$ cat src/rtl/led_scan_sequencer.sv
// LED matrix scan sequencer: shifts one row/plane of pixels, latches it,
// then displays it for a binary-weighted (BCM) number of ticks.
module led_scan_sequencer #(
    parameter int unsigned COLS       = 32,
    parameter int unsigned ROWS       = 16,
    parameter int unsigned PLANES     = 4,
    parameter int unsigned BASE_TICKS = 2,
    localparam int unsigned COL_W     = $clog2(COLS),
    localparam int unsigned ROW_W     = $clog2(ROWS),
    localparam int unsigned PL_W      = (PLANES > 1) ? $clog2(PLANES) : 1
) (
    input  logic             clk,
    input  logic             rst_i,
    input  logic             half_enb_i,
    input  logic             run_i,
    output logic             sclk_o,
    output logic             lat_o,
    output logic             blank_o,
    output logic [COL_W-1:0] col_o,
    output logic [ROW_W-1:0] row_o,
    output logic [PL_W-1:0]  plane_o,
    output logic [ROW_W-1:0] row_sel_o,
    output logic             frame_done_o
);

    // Longest display period sets the counter width.
    localparam int unsigned MAX_TICKS = BASE_TICKS << (PLANES - 1);
    localparam int unsigned CNT_W     = $clog2(MAX_TICKS + 1);

    typedef enum logic [2:0] {
        IDLE    = 3'd0,
        SCLK_LO = 3'd1,
        SCLK_HI = 3'd2,
        BLANK0  = 3'd3,
        BLANK1  = 3'd4,
        LATCH   = 3'd5,
        DISPLAY = 3'd6
    } state_t;

    state_t             state_q, state_d;
    logic [COL_W-1:0]   col_q, col_d;
    logic [ROW_W-1:0]   row_q, row_d;
    logic [PL_W-1:0]    plane_q, plane_d;
    logic [ROW_W-1:0]   row_sel_q, row_sel_d;
    logic [CNT_W-1:0]   cnt_q, cnt_d;
    logic               sclk_q, sclk_d;
    logic               lat_q, lat_d;
    logic               blank_q, blank_d;
    logic               fd_q, fd_d;

    // Next-state, counters and output decode of the next state.
    always_comb begin
        state_d   = state_q;
        col_d     = col_q;
        row_d     = row_q;
        plane_d   = plane_q;
        row_sel_d = row_sel_q;
        cnt_d     = cnt_q;
        fd_d      = 1'b0;

        case (state_q)
            IDLE: begin
                if (half_enb_i && run_i) begin
                    state_d = SCLK_LO;
                    col_d   = '0;
                    row_d   = '0;
                    plane_d = '0;
                end
            end
            SCLK_LO: begin
                if (half_enb_i) state_d = SCLK_HI;
            end
            SCLK_HI: begin
                if (half_enb_i) begin
                    if (col_q == COL_W'(COLS - 1)) begin
                        state_d = BLANK0;
                        col_d   = '0;
                    end else begin
                        col_d   = col_q + COL_W'(1);
                        state_d = SCLK_LO;
                    end
                end
            end
            BLANK0: begin
                if (half_enb_i) state_d = BLANK1;
            end
            BLANK1: begin
                if (half_enb_i) state_d = LATCH;
            end
            LATCH: begin
                if (half_enb_i) begin
                    row_sel_d = row_q;
                    cnt_d     = CNT_W'(BASE_TICKS) << plane_q;
                    state_d   = DISPLAY;
                end
            end
            DISPLAY: begin
                if (half_enb_i) begin
                    cnt_d = cnt_q - CNT_W'(1);
                    if (cnt_q == CNT_W'(1)) begin
                        if (plane_q != PL_W'(PLANES - 1)) begin
                            plane_d = plane_q + PL_W'(1);
                            state_d = SCLK_LO;
                        end else if (row_q != ROW_W'(ROWS - 1)) begin
                            plane_d = '0;
                            row_d   = row_q + ROW_W'(1);
                            state_d = SCLK_LO;
                        end else begin
                            plane_d = '0;
                            row_d   = '0;
                            fd_d    = 1'b1;
                            state_d = run_i ? SCLK_LO : IDLE;
                        end
                    end
                end
            end
            default: state_d = IDLE;
        endcase

        sclk_d  = (state_d == SCLK_HI);
        lat_d   = (state_d == LATCH);
        blank_d = (state_d == IDLE) || (state_d == BLANK1) || (state_d == LATCH);
    end

    // State and registered outputs with synchronous reset.
    always_ff @(posedge clk) begin
        if (rst_i) begin
            state_q   <= IDLE;
            col_q     <= '0;
            row_q     <= '0;
            plane_q   <= '0;
            row_sel_q <= '0;
            cnt_q     <= '0;
            sclk_q    <= 1'b0;
            lat_q     <= 1'b0;
            blank_q   <= 1'b1;
            fd_q      <= 1'b0;
        end else begin
            state_q   <= state_d;
            col_q     <= col_d;
            row_q     <= row_d;
            plane_q   <= plane_d;
            row_sel_q <= row_sel_d;
            cnt_q     <= cnt_d;
            sclk_q    <= sclk_d;
            lat_q     <= lat_d;
            blank_q   <= blank_d;
            fd_q      <= fd_d;
        end
    end

    assign sclk_o       = sclk_q;
    assign lat_o        = lat_q;
    assign blank_o      = blank_q;
    assign col_o        = col_q;
    assign row_o        = row_q;
    assign plane_o      = plane_q;
    assign row_sel_o    = row_sel_q;
    assign frame_done_o = fd_q;

endmodule

$ cat config.mk
export PLATFORM = sky130hd
export DESIGN_NAME = led_scan_sequencer
export DESIGN_NICKNAME = d
export VERILOG_FILES = /design/src/rtl/led_scan_sequencer.sv
export SDC_FILE = /design/constraint.sdc
export NUM_CORES = 1
export LEC_CHECK = 0
export ABC_AREA = 1
export ABC_CLOCK_PERIOD_IN_PS = 1760
export CAP_MARGIN = 40
export CELL_PAD_IN_SITES_DETAIL_PLACEMENT = 1
export CELL_PAD_IN_SITES_GLOBAL_PLACEMENT = 1
export CORE_MARGIN = 1.5
export CORE_UTILIZATION = 37
export DETAILED_ROUTE_END_ITERATION = 8
export GPL_TIMING_DRIVEN = 0
export HOLD_SLACK_MARGIN = 0.1
export PLACE_DENSITY_LB_ADDON = 0.05
export SETUP_SLACK_MARGIN = 0.15
export SYNTH_ARGS = -nofsm -noshare
export SYNTH_HDL_FRONTEND = slang
export SYNTH_SLANG_ARGS = --single-unit
$ cat constraint.sdc
create_clock -name clk -period 1.76 [get_ports clk]
set_input_delay 0.528 -clock clk [delete_from_list [all_inputs] [get_ports clk]]
set_output_delay 0.528 -clock clk [all_outputs]
set_load 0.02 [all_outputs]
==> results.sh, run 1 <==
export IMPL_cts_htree_levels=1
export IMPL_portBuffers=21
export IMPL_finalHoldViolations=0
export IMPL_yosysWarnings=0
export IMPL_syn_cell_area_um2=1430
export IMPL_period_share=0.896
export IMPL_ir_drop_mv=0.367
export IMPL_wire_per_inst_um=14.4
export IMPL_fin_crit_ns=1.58
export IMPL_drt_first_pass_iters=4
export IMPL_synthArstFlopShare=0
export IMPL_synth_top_family_by_area="simple AND/OR/NAND/NOR gates"
export IMPL_leakagePower_uw=0.000826
export IMPL_fin_nets=245
export IMPL_relSlewSlack=0.595
export IMPL_fmax_ghz=0.634
export IMPL_grt_antenna_before_repair=0
export IMPL_yosys_area_share_simple=0.337
export IMPL_track_usage=0.203
export IMPL_min_path_type="reg2reg"
export IMPL_synth_compound_area_frac=0.119
export IMPL_setup_viol=0
export IMPL_place_congestion=0.771
export IMPL_core_area_um2=3690
export IMPL_cp_top_family="flip-flops"
export IMPL_post_synth_num_cell_types=25
export IMPL_whs_endpoint="cnt_q[0]"
export IMPL_reg2reg_to="lat_o"
export IMPL_skew_ns=0.00224
export IMPL_synth_edf_count=0
export IMPL_die_area_um2=4240
export IMPL_cts_sinks=27
export IMPL_clockRootBuffer="clkbuf_8"
export IMPL_clkLatencyLatePin_ns=0.29
export IMPL_crit_required_ns=1.23
export IMPL_cp_buffers_inverters=1
export IMPL_crit_fanout=4
export IMPL_areaGrowthSynthToFinish_pct=26.5
export IMPL_vias=1416
export IMPL_end_kind="primary output"
export IMPL_rsz0062_at_grt="yes"
export IMPL_start_util=0.387
export IMPL_worst_slew_pin_transition_ns=0.607
export IMPL_synth_xor_xnor_area_share=0.0123
export IMPL_whs_path_depth=1
export IMPL_wirelength_um=4010
export IMPL_crit_chain="dlygate4sd2_1"
export IMPL_preCtsSetupSlack_ns=-0.193
export IMPL_reg2reg_from="col_o[0]"
export IMPL_hpwl_um=2890
export IMPL_synth_main_ff_cell="dfxtp_1"
export IMPL_ctsHoldBuffers=0
export IMPL_reg2reg_slack_ns=0.20
export IMPL_antenna_left=0
export IMPL_synth_cells=204
export IMPL_slowest_stage="dfxtp_1"
export IMPL_maxCapViolations=0
export IMPL_drive_gt1_frac=0.182
export IMPL_synth_nets=217
export IMPL_die_x_um=65.1
export IMPL_synthAdderAreaFrac=0.0789
export IMPL_num_rows=22
export IMPL_cts_clk_slew_worst_paths_ns=0.10
export IMPL_grt_pass1_wl_um=6610
export IMPL_die_y_um=65.1
export IMPL_cts_buffers=3
export IMPL_drc=0
export IMPL_cts_max_path_buffers=2
export IMPL_grt_pass1_vias=1435
export IMPL_io_pins=23
export IMPL_cts_tree="done"
export IMPL_startpoint="col_o[2]"
export IMPL_path_class="reg2out"
export IMPL_synthMuxAreaShare=0
export IMPL_seq_area_frac_synth=0.379
export IMPL_start_kind="register"
export IMPL_placed_cells=273
export IMPL_final_cell_mix="nand2_1 (42), nor2_1 (27), dfxtp_1 (23)"
export IMPL_grt_max_degree=17
export IMPL_grt_overflow=0
export IMPL_status="completed"
export IMPL_p_per_area_nw_per_um2=622
export IMPL_worstHoldStart="cnt_q[0]"
export IMPL_diodes=0
export IMPL_ys_ff_latch=27
export IMPL_avgSynthCellArea_um2=7.00
export IMPL_first_iter_violations=41
export IMPL_final_common_cell="nand2_1"
export IMPL_crit_path_max_incr_delay_ns=0.41
export IMPL_reg2reg_depth=13
export IMPL_critical_path_arrival_ns=1.05
export IMPL_fin_cells=279
export IMPL_drt_vias_per_instance=5.08
export IMPL_finalMaxSlewViolations=0
export IMPL_setup_ws_ns=0.183
==> worst max-delay path by stage <==
stage	endpoint	slack, ns	cells past startpoint
after detailed placement	blank_o	-0.19	10
after floorplan	blank_o	0.17	13
after global routing	lat_o	0.03	8
after global placement	blank_o	-0.18	10
after CTS	row_o[2]	0.14	8
final	col_o[2]	0.18	1
==> final cells by class <==
class	instances	area, µm²
well taps	48	60.1
flip-flops and latches	27	548
plain buffers	4	25.0
fillers	480	1880
inverters	22	82.6
clock buffers	3	41.3
clock inverters	1	7.51
repair buffers	23	193
multi-input cells	151	848
==> power by group <==
group	total (µW)	switching [µW]	internal, µW	leakage (µW)
clock	386	224	162	0.0000217
sequential	629	10.3	619	0.000220
combinational	108	72.3	36.0	0.000584
total	1120	307	817	0.000826
==> what timing repair did <==
action                     4_1_cts  5_1_grt
resized for setup               32       20
cloned                           0        0
setup endpoints to repair       24       17
pin swaps                        1        3
setup buffers                    2        0
==> kinds of logic after synthesis <==
logic type | after synthesis
and+or+nand+nor | 107
adders and majority gates | 9
DFF | 27
buffers and inverters | 26
AOI/OAI and AO/OA | 33
xor gates and xnor gates | 2
==> layer usage <==
| layer | global-route usage | vias to the layer above | part of all wire |
|---|---|---|---|
| met5 | 0 | - | 0 |
| met4 | 0.0625 | 0 | 0.014 |
| met3 | 0.0325 | 5 | 0.033 |
| met2 | 0.341 | 22 | 0.49 |
| met1 | 0.267 | 671 | 0.46 |
| li1 | - | 718 | - |
==> flip-flops by register name, indices dropped and copies added, names as in the netlist <==
signal and cells:
cnt_q 5, row_o 4, row_sel_o 4, blank_o 1
plane_o 2, col_o 5, sclk_o 1, lat_o 1
frame_done_o 1, state_q 3
==> synthesized netlist by cell type, types with 3 or more instances <==
master,count,area [µm²]
nand3_1,15,75.1
ha_1,9,113
nand4_1,3,18.8
inv_1,20,75.1
nor2_1,29,109
nand2_1,48,180
o21ai_0,13,65.1
nand2_2,3,18.8
dfxtp_1,27,541
o21ai_1,3,15.0
a21oi_1,14,70.1
==> stage by stage <==
stage	area, µm²	utilization	total power (µW)	TNS, ns	hold WS [ns]
6_report	1810	0.489	1120	0	0.479
5_1_grt	1810	0.489	1170	0	0.524
3_5_place_dp	1700	0.460	746	-2.07	0.465
3_3_place_gp	1700	0.460	742	-1.74	0.445
4_1_cts	1770	0.481	1130	0	0.485
2_1_floorplan	1430	-	707	0	0.431
Note: power is estimated with default switching activity, not from simulation.
==> inputs of run 2 (changes only) <==
--- a/config.mk
+++ b/config.mk
@@ -14,7 +14,6 @@
 export CORE_UTILIZATION = 37
 export DETAILED_ROUTE_END_ITERATION = 8
 export GPL_TIMING_DRIVEN = 0
-export HOLD_SLACK_MARGIN = 0.1
 export PLACE_DENSITY_LB_ADDON = 0.05
 export SETUP_SLACK_MARGIN = 0.15
 export SYNTH_ARGS = -nofsm -noshare
==> results of run 2 <==
Final layout, timing and power as in run 1 (identical DEF).
